## src/rtl/reset_sequencer_pkg.sv

```systemverilog
// Shared definitions for the reset sequencer: FSM state encoding and the
// width rule for the shared delay/soft-hold counter.
package reset_sequencer_pkg;

  typedef enum logic [1:0] {
    ST_HOLD    = 2'd0,
    ST_RELEASE = 2'd1,
    ST_RUN     = 2'd2,
    ST_SOFT    = 2'd3
  } state_e;

  // One counter serves both the stage spacing and the soft-reset hold, so it
  // is sized for the larger of the two terminal counts.
  function automatic int cnt_width(input int delay, input int soft_cycles);
    int m;
    m = (delay > soft_cycles) ? delay : soft_cycles;
    return (m > 1) ? $clog2(m) : 1;
  endfunction

endpackage

```

## src/rtl/reset_sequencer_lock_filter.sv

```systemverilog
// Brings the raw PLL lock into the clk domain and debounces it: lock_ok only
// rises after LOCK_FILTER consecutive high samples and drops one edge after a
// low sample is seen.
module reset_sequencer_lock_filter #(
  parameter int LOCK_FILTER = 4
) (
  input  logic clk,
  input  logic reset_n,
  input  logic locked,
  output logic lock_ok
);

  localparam int FW = $clog2(LOCK_FILTER + 1);

  logic          sync1_q;
  logic          locked_s_q;
  logic [FW-1:0] cnt_q, cnt_d;
  logic          lock_ok_q, lock_ok_d;

  // Two-flop synchronizer for the asynchronous lock input.
  // NOTE: synchronizer flops are reset too, so a stale high can never reach the filter after reset.
  always_ff @(posedge clk or negedge reset_n) begin
    if (!reset_n) begin
      sync1_q    <= 1'b0;
      locked_s_q <= 1'b0;
    end else begin
      // NOTE: non-blocking so both stages sample the pre-edge values (a real two-stage shift).
      sync1_q    <= locked;
      locked_s_q <= sync1_q;
    end
  end

  // Debounce counter: count clean high samples, saturate, clear on any low.
  always_comb begin
    // NOTE: defaults first so no path leaves a target unassigned (no latch).
    cnt_d     = cnt_q;
    lock_ok_d = lock_ok_q;
    if (!locked_s_q) begin
      cnt_d     = '0;
      lock_ok_d = 1'b0;
    end else begin
      if (cnt_q != FW'(LOCK_FILTER)) cnt_d = cnt_q + FW'(1);
      if (cnt_q >= FW'(LOCK_FILTER - 1)) lock_ok_d = 1'b1;
    end
  end

  // Filter state register.
  always_ff @(posedge clk or negedge reset_n) begin
    if (!reset_n) begin
      cnt_q     <= '0;
      lock_ok_q <= 1'b0;
    end else begin
      cnt_q     <= cnt_d;
      lock_ok_q <= lock_ok_d;
    end
  end

  assign lock_ok = lock_ok_q;

endmodule

```

## src/rtl/reset_sequencer.sv

```systemverilog
// Releases per-subsystem resets in order (bit 0 first) once the PLL lock is
// stable, re-asserts them all on lock loss, and runs the soft-reset handshake.
module reset_sequencer
  import reset_sequencer_pkg::*;
#(
  parameter int STAGES      = 3,
  parameter int DELAY       = 16,
  parameter int LOCK_FILTER = 4,
  parameter int SOFT_CYCLES = 8
) (
  input  logic              clk,
  input  logic              reset_n,
  input  logic              locked,
  input  logic              soft_req,
  output logic              soft_ack,
  output logic [STAGES-1:0] rst_out,
  output logic              ready,
  output logic [7:0]        lock_loss_cnt
);

  localparam int CNT_W = cnt_width(DELAY, SOFT_CYCLES);
  localparam int STG_W = (STAGES > 1) ? $clog2(STAGES) : 1;

  state_e            state_q, state_d;
  logic [CNT_W-1:0]  dly_q, dly_d;
  logic [STG_W-1:0]  stage_q, stage_d;
  logic [STAGES-1:0] rst_q, rst_d;
  logic              soft_flag_q, soft_flag_d;
  logic              soft_ack_q, soft_ack_d;
  logic [7:0]        loss_q, loss_d;
  logic              soft_req_q;
  logic              soft_rise;
  logic              lock_ok;

  reset_sequencer_lock_filter #(
    .LOCK_FILTER (LOCK_FILTER)
  ) u_lock_filter (
    .clk     (clk),
    .reset_n (reset_n),
    .locked  (locked),
    .lock_ok (lock_ok)
  );

  // Edge detector runs in every state, so a request raised outside RUN is
  // consumed there and never replayed later.
  assign soft_rise = soft_req & ~soft_req_q;

  // Next-state and output logic; lock loss outranks everything else.
  always_comb begin
    state_d     = state_q;
    dly_d       = dly_q;
    stage_d     = stage_q;
    rst_d       = rst_q;
    soft_flag_d = soft_flag_q;
    soft_ack_d  = 1'b0;
    loss_d      = loss_q;

    if (state_q != ST_HOLD && !lock_ok) begin
      state_d     = ST_HOLD;
      rst_d       = '1;
      soft_flag_d = 1'b0;
      if (loss_q != 8'hFF) loss_d = loss_q + 8'd1;
    end else begin
      case (state_q)
        ST_HOLD: begin
          rst_d = '1;
          if (lock_ok) begin
            state_d = ST_RELEASE;
            dly_d   = '0;
            stage_d = '0;
          end
        end
        ST_RELEASE: begin
          if (dly_q == CNT_W'(DELAY - 1)) begin
            dly_d = '0;
            rst_d = rst_q & ~(STAGES'(1) << stage_q);
            if (stage_q == STG_W'(STAGES - 1)) begin
              state_d = ST_RUN;
              if (soft_flag_q) begin
                soft_ack_d  = 1'b1;
                soft_flag_d = 1'b0;
              end
            end else begin
              stage_d = stage_q + STG_W'(1);
            end
          end else begin
            dly_d = dly_q + CNT_W'(1);
          end
        end
        ST_RUN: begin
          if (soft_rise) begin
            state_d = ST_SOFT;
            rst_d   = '1;
            dly_d   = '0;
          end
        end
        ST_SOFT: begin
          if (dly_q == CNT_W'(SOFT_CYCLES - 1)) begin
            state_d     = ST_RELEASE;
            dly_d       = '0;
            stage_d     = '0;
            soft_flag_d = 1'b1;
          end else begin
            dly_d = dly_q + CNT_W'(1);
          end
        end
        default: state_d = ST_HOLD;
      endcase
    end
  end

  // FSM, counters and output registers; reset asserts every output at once.
  always_ff @(posedge clk or negedge reset_n) begin
    if (!reset_n) begin
      state_q     <= ST_HOLD;
      dly_q       <= '0;
      stage_q     <= '0;
      rst_q       <= '1;
      soft_flag_q <= 1'b0;
      soft_ack_q  <= 1'b0;
      loss_q      <= '0;
      soft_req_q  <= 1'b0;
    end else begin
      state_q     <= state_d;
      dly_q       <= dly_d;
      stage_q     <= stage_d;
      rst_q       <= rst_d;
      soft_flag_q <= soft_flag_d;
      soft_ack_q  <= soft_ack_d;
      loss_q      <= loss_d;
      soft_req_q  <= soft_req;
    end
  end

  assign rst_out       = rst_q;
  assign ready         = (state_q == ST_RUN);
  assign soft_ack      = soft_ack_q;
  assign lock_loss_cnt = loss_q;

endmodule

```

## config.mk

```make
export PLATFORM = sky130hd
export DESIGN_NAME = reset_sequencer
export DESIGN_NICKNAME = d
export VERILOG_FILES = /design/src/rtl/reset_sequencer_pkg.sv /design/src/rtl/reset_sequencer_lock_filter.sv /design/src/rtl/reset_sequencer.sv
export SDC_FILE = /design/constraint.sdc
export NUM_CORES = 1
export LEC_CHECK = 0
export ABC_AREA = 0
export ABC_CLOCK_PERIOD_IN_PS = 2200
export CAP_MARGIN = 20
export CORE_MARGIN = 2
export CORE_UTILIZATION = 55
export CTS_BUF_LIST = sky130_fd_sc_hd__clkbuf_4
export CTS_CLUSTER_SIZE = 28
export DETAILED_ROUTE_END_ITERATION = 7
export GPL_ROUTABILITY_DRIVEN = 1
export PLACE_DENSITY = 0.78
export SYNTH_ARGS = -nofsm -noshare
export SYNTH_HDL_FRONTEND = slang
export SYNTH_HIERARCHICAL = 1
export SYNTH_SLANG_ARGS = --single-unit
```

## constraint.sdc

```tcl
create_clock -name clk -period 2.2 [get_ports clk]
set_input_delay 0.44 -clock clk [delete_from_list [all_inputs] [get_ports clk]]
set_output_delay 0.44 -clock clk [all_outputs]
set_load 0.05 [all_outputs]
```

==> results.cfg <==
[final_layout]
fill_cells = 207
area_growth_pct = 16.0
fin_nets = 178
layout-drive-gt1-share = 0.119
seq_area_um2 = 704
multi_input_area_um2 = 746
n_antenna_cell = 0
final_cells = 190

[critical_path]
cp-start-kind = flop
critical_path_buf_inv_count = 1
crit_start = rst_out[1]
setup.worst_path.end_class = output port
cp.arrival_ns = 1.67
timing.rr.start = state_q[1]
cp_cell_sequence = clkdlybuf4s50_1
critPathMaxFanout = 2
critical_path_class = flop to output port
max_stage_delay_ns = 0.80
cp_slowest_cell = clkdlybuf4s50_1
cp.required_ns = 1.76
crit_family = buffers and inverters
cp.depth = 1
r2r.worst_path.cells = 6

[pwr]
intPower_mw = 1.23
p_leak_nw = 0.787
swShare = 0.449
p_clk_frac = 0.092
p_per_area_nw_per_um2 = 1280
p_comb_frac = 0.544
netSwitchingPower_mw = 1.00
ir_drop_mv = 1.07
power.share.sequential = 0.364

[global_routing]
grt_max_degree = 29
grt_pass1_vias = 1135
grt-ovfl-total = 0
antenna_found_initial = 0
grt.total_usage = 0.196
grt_pass1_wl_um = 4950

[timing]
grt_setup_unrepaired = no
fmax_ghz = 0.474
slew_viol_final = 0
period_needed_ns = 2.11
worst_pin_slew_ns = 0.501
skew_ns = 0.00550
period_share = 0.959
finalSetupViolations = 0
hold_viol = 0
tns_ns = 0
relSlewSlack = 0.665

[place]
placed_cells = 186
gp_congestion = 0.819
numPortBuffers = 16
hpwl_um = 2060

[clock_network]
clockBufferDepth = 2
cts_tree = done
cts.sinks = 28
clk_pin_slew_ns = 0.14
insertion_delay_ns = 0.32
postCtsSetupBuffers = 0
hold_buffers = 0
cts.htree.levels = 1
cts_resized = 0
clockRootBuffer = clkbuf_4
numCtsBuffers = 3

[synth]
synthArstFlopShare = 1.00
ys_warn_count = 6
synth_area_leaders = dfrtp_1 42%, ha_1 11%, dfstp_2 5.2%, mux2i_1 3.3%, inv_1 2.7%
synthDistinctLibCells = 37
synth_area_um2 = 1500
ys_ff_latch = 28
syn_inst = 139
syn_area_per_cell_um2 = 10.8
synth_flop_cell = dfrtp_1
synth_edf_count = 0
ys_seq_area_frac = 0.469
yosys.area.top_type = dfrtp_1
netlist.area_leader.share = 0.416
synth_nets = 156

[drt]
drt_first_pass_iters = 4
postRouteAntennaNets = 0
vias = 1133
drt_iter0_markers = 35
drc = 0
wl_um = 2680
routedWlPerCell_um = 14.1
viasPerCell = 5.96

[floorplan]
dieArea_um2 = 3170
start_util = 0.596
fp.dieW_um = 56.3
fp.dieH_um = 56.3
core_um2 = 2520
num_io_pins = 17
rows = 18

[outcome]
status = finished clean

[flow_run]
drv_cap = 0

[worst_hold_path]
hold_depth = 0
hp-start = u_lock_filter/sync1_q
hp-class = flop to flop
==> registers in the layout, summed over array words and instances, names as in the netlist <==
name                      cells
lock_loss_cnt                 8
state_q                       2
rst_out                       3
u_lock_filter/sync1_q         1
u_lock_filter/cnt_q           3
u_lock_filter/lock_ok         1
soft_ack                      1
stage_q                       2
dly_q                         4
soft_flag_q                   1
u_lock_filter/locked_s_q      1
soft_req_q                    1
==> synthesized netlist by cell type, types with 4 or more instances <==
library cell   n
a21oi_1        6
and3_1         6
dfrtp_1       25
ha_1          13
inv_1         11
mux2i_1        5
nand2_1        7
nand2b_1       5
nand3_1        8
nand4_1        4
o21ai_0        6
o2bb2ai_1      4
==> worst reg2reg max path, stage by stage (launching register included) <==
cell and delay (ns):
dfrtp_1 0.44, inv_1 0.12, ha_1 0.21, mux2_4 0.28, o22a_4 0.20, or4b_4 0.51, mux2i_1 0.15
==> placed cells by master, fill, tap and decap left out, drive strengths merged <==
cell / count
dfrtp: 25
clkdlybuf4s50: 15
ha: 13
inv: 11
nand3: 8
nand2: 7
and3: 6
o21ai: 6
a21oi: 6
nand2b: 5
mux2i: 5
buf: 5
nand4: 4
o2bb2ai: 4
nor2: 4
xnor2: 3
clkbuf: 3
dfstp: 3
mux2: 3
nor2b: 2
o211ai: 2
nor3: 2
o22ai: 2
a41oi: 2
and4: 1
o22a: 1
a211oi: 1
or4b: 1
a21boi: 1
o221a: 1
a31oi: 1
nor3b: 1
a22o: 1
nand3b: 1
clkinv: 1
a21o: 1
a21bo: 1
a2111oi: 1
==> power by group through the flow <==
| stage | Sequential, mW | Combinational [mW] | Clock, mW |
|---|---|---|---|
| finish | 0.813 | 1.22 | 0.206 |
| global route | 0.843 | 1.34 | 0.239 |
| CTS | 0.815 | 1.22 | 0.216 |
| detailed placement | 0.825 | 1.22 | 0 |
| global placement | 0.811 | 1.17 | 0 |
| floorplan | 0.986 | 0.700 | 0 |
==> per-stage QoR <==
step | setup slack, ns | utilization | instance area (µm²) | total power [mW] | hold WS [ns]
5_1_grt | 0.0432 | 0.691 | 1740 | 2.42 | 0.401
3_5_place_dp | 0.232 | 0.681 | 1720 | 2.04 | 0.336
4_1_cts | 0.0817 | 0.691 | 1740 | 2.26 | 0.383
2_1_floorplan | 0.361 | - | 1500 | 1.69 | 0.144
6_report | 0.0911 | 0.691 | 1740 | 2.24 | 0.376
3_3_place_gp | 0.325 | 0.681 | 1720 | 1.98 | 0.338
==> cell families after synthesis <==
kind of cell,Yosys count,share of synthesized area
and+or+nand+nor,42,0.158
xor gates and xnor gates,3,0.0175
AOI/OAI and AO/OA,31,0.154
buffers and inverters,14,0.0350
DFF,28,0.469
adders and majority gates,13,0.108
muxes,8,0.0583
==> area by class of cell <==
cell class / count / share of cell area
Clock buffer: 3 / 0.0129
Multi-Input combinational cell: 97 / 0.428
Sequential cell: 28 / 0.404
Clock inverter: 1 / 0.00215
Inverter: 11 / 0.0237
Tap cell: 30 / 0.0215
Timing Repair Buffer: 20 / 0.108
==> final timing paths <==
path / end / slack (ns)
min in group asynchronous: stage_q[0] / 0.47
worst max register to register: stage_q[0] / 0.21
worst max-delay path: rst_out[1] / 0.09
max in group asynchronous: rst_out[2] / 1.43
worst min-delay path: u_lock_filter/locked_s_q / 0.38
worst min register to register: u_lock_filter/locked_s_q / 0.38
==> metal layers <==
metal / track usage / part of all wire / vias up
met3: 0.0300 / 0.037 / 8
met2: 0.336 / 0.49 / 26
met5: 0 / 0 / -
li1: - / - / 544
met4: 0.0748 / 0.021 / 0
met1: 0.248 / 0.45 / 555
No activity file was read; power rests on OpenSTA's default activity.
==> RTL change: new RTL, config.mk and constraints unchanged <==
`SOFT_CYCLES`: 8 -> 9.
--- a/src/rtl/reset_sequencer.sv
+++ b/src/rtl/reset_sequencer.sv
@@ -6,7 +6,7 @@
   parameter int STAGES      = 3,
   parameter int DELAY       = 16,
   parameter int LOCK_FILTER = 4,
-  parameter int SOFT_CYCLES = 8
+  parameter int SOFT_CYCLES = 9
 ) (
   input  logic              clk,
   input  logic              reset_n,
Formal check against the unedited RTL: no difference found for any inputs over 10 cycles, from zero or initial values and one cycle with reset_n low; that may be too few to reach the edited logic, so the function may still have changed.
==> RTL change against the unedited design <==
  * Via count up 1.9%
  * Global-route usage up 0.27 points
  * Area after synthesis up 5.6%
  * Design area up 3.7%
  * Largest cell class unchanged
  * Non-clock buffer count down 3
  * Worst setup slack worse by 0.040 ns
  * Die area up 5.2%
  * Critical path type unchanged
  * Total power up 14%
  * Sequential power up 12%
  * Sequential cell count unchanged
  * Sequential share of layout area down 1.5 points
  * Critical path depth unchanged
  * Wire length up 9.8%
==> RTL change: results (changes against the unedited design) <==
Finished Layout Cells 198 (+4.2%); First DRT Iteration DRCs 17 (-51%); first-pass GRT wire length 5180 um (+4.6%); DRT Pass-1 Iters 4 (unchanged); Max rail drop VDD 1110 uV (+4.1%); syn avg cell area 10.8 um2 (-0.17%); clk slew on worst S/H paths around 0.15 ns; initial antenna violation count 0 (unchanged); flop2flop setup slack 0.28 ns (+0.07 ns); Worst R2R Path Depth 5 (-1); Cell variety after synth 44 (+19%); Clk. pwr ~210 uW; P_int 1.32 mW (+7.3%); clock power share 8.2% (-1.0 points); most frequent cells after synthesis 25 x dfrtp_1, 14 x ha_1, 12 x inv_1, 11 x nand2_1, 9 x a21oi_1; CTS Root Cell clkbuf_4; cts repair resizes 0 (unchanged); status complete, no violations; gpl congestion 0.807 (-1.5%); Ys Warns 6 (unchanged); Largest register FFs 8 (unchanged); CTS Buf Count 3 (unchanged); Rows 19 (+1); ANT cells 0 (unchanged); Worst Hold Class reg -> reg; register area share after synthesis 44.4% (-2.5 points); Vias 1,154 (+1.9%); pin count of the biggest net entering global routing 29 (unchanged); r2r startpoint state_q[0]; syn nets 165 (+5.8%); Max FO, Critical Path 3 (+1); Post-CTS Setup Bufs 0 (unchanged); ys async rst share 100% (unchanged); Lkg Pwr 0.802 nW (+1.9%); CTS HTree Levels 1 (unchanged); GRT Util Overall 19.8% (+0.27 points); r2r endpoint lock_loss_cnt[1]; Seq pwr share 35.8% (-0.6 points); fin nets 186 (+4.5%); Post-Route WL 2940 um (+9.8%); post-DP HPWL 2220 um (+7.8%); PortBufs 16 (unchanged); worst-case hold path end point u_lock_filter/locked_s_q; Critical Path AT 1.71 ns (+0.04 ns); synth top area cells dfrtp_1 39%, ha_1 11%, dfstp_2 5.0%, a21oi_1 2.8%, inv_1 2.8%; worst slew pin tran 0.515 ns (+0.0141 ns); layout cells sized above 1 11.4% (-0.50 points); Worst Skew 0.0120 ns (+0.00651 ns)
==> RTL change: per-stage QoR <==
stage,cell area [um2],hold slack [ns]
3_3_place_gp,1780,0.341
5_1_grt,1810,0.389
3_5_place_dp,1780,0.347
2_1_floorplan,1590,0.144
4_1_cts,1810,0.387
6_report,1810,0.381
==> RTL change: worst register-to-register path: stages, from the launching register on <==
cell and delay, ns:
dfrtp_1 0.44, inv_1 0.14, ha_1 0.27, or2_1 0.34, a41oi_4 0.29, mux2_2 0.37
==> RTL change: per-layer routing <==
metal | share of wire [%] | global-route usage, % | vias to the layer above
met5 | 0 | 0 | -
met2 | 50 | 33.9 | 20
met1 | 46 | 26.0 | 561
met4 | 0.54 | 7.31 | 0
li1 | - | - | 571
met3 | 3.5 | 2.23 | 2
==> RTL change: area by class of cell <==
| type | instances | area, um2 |
|---|---|---|
| fill | 213 | 950 |
| tap | 31 | 38.8 |
| clock buffer | 3 | 22.5 |
| timing repair buffer | 17 | 168 |
| sequential | 28 | 704 |
| clock inverter | 1 | 3.75 |
| inverter | 12 | 45.0 |
| multi-input combinational | 106 | 826 |
==> RTL change: how the worst max path moves through the flow <==
stage	start	end	slack, ns
final	rst_out[1]	rst_out[1]	0.05
after CTS	lock_loss_cnt[5]	lock_loss_cnt[5]	0.03
after detailed placement	state_q[0]	lock_loss_cnt[1]	0.28
after global routing	rst_out[1]	rst_out[1]	0.02
after global placement	state_q[0]	lock_loss_cnt[1]	0.33
after floorplan	state_q[0]	state_q[0]	0.41
==> RTL change: cells by family (layout without fill, tap and decap cells) <==
group,after synthesis,in the layout,synth area share (%)
simple gates,48,48,16.6
compound gates,33,33,17.5
flops,28,28,44.4
fa+ha+maj,14,14,11.0
buf+inv,13,33,3.55
mux,7,7,4.65
xor+xnor,4,4,2.21
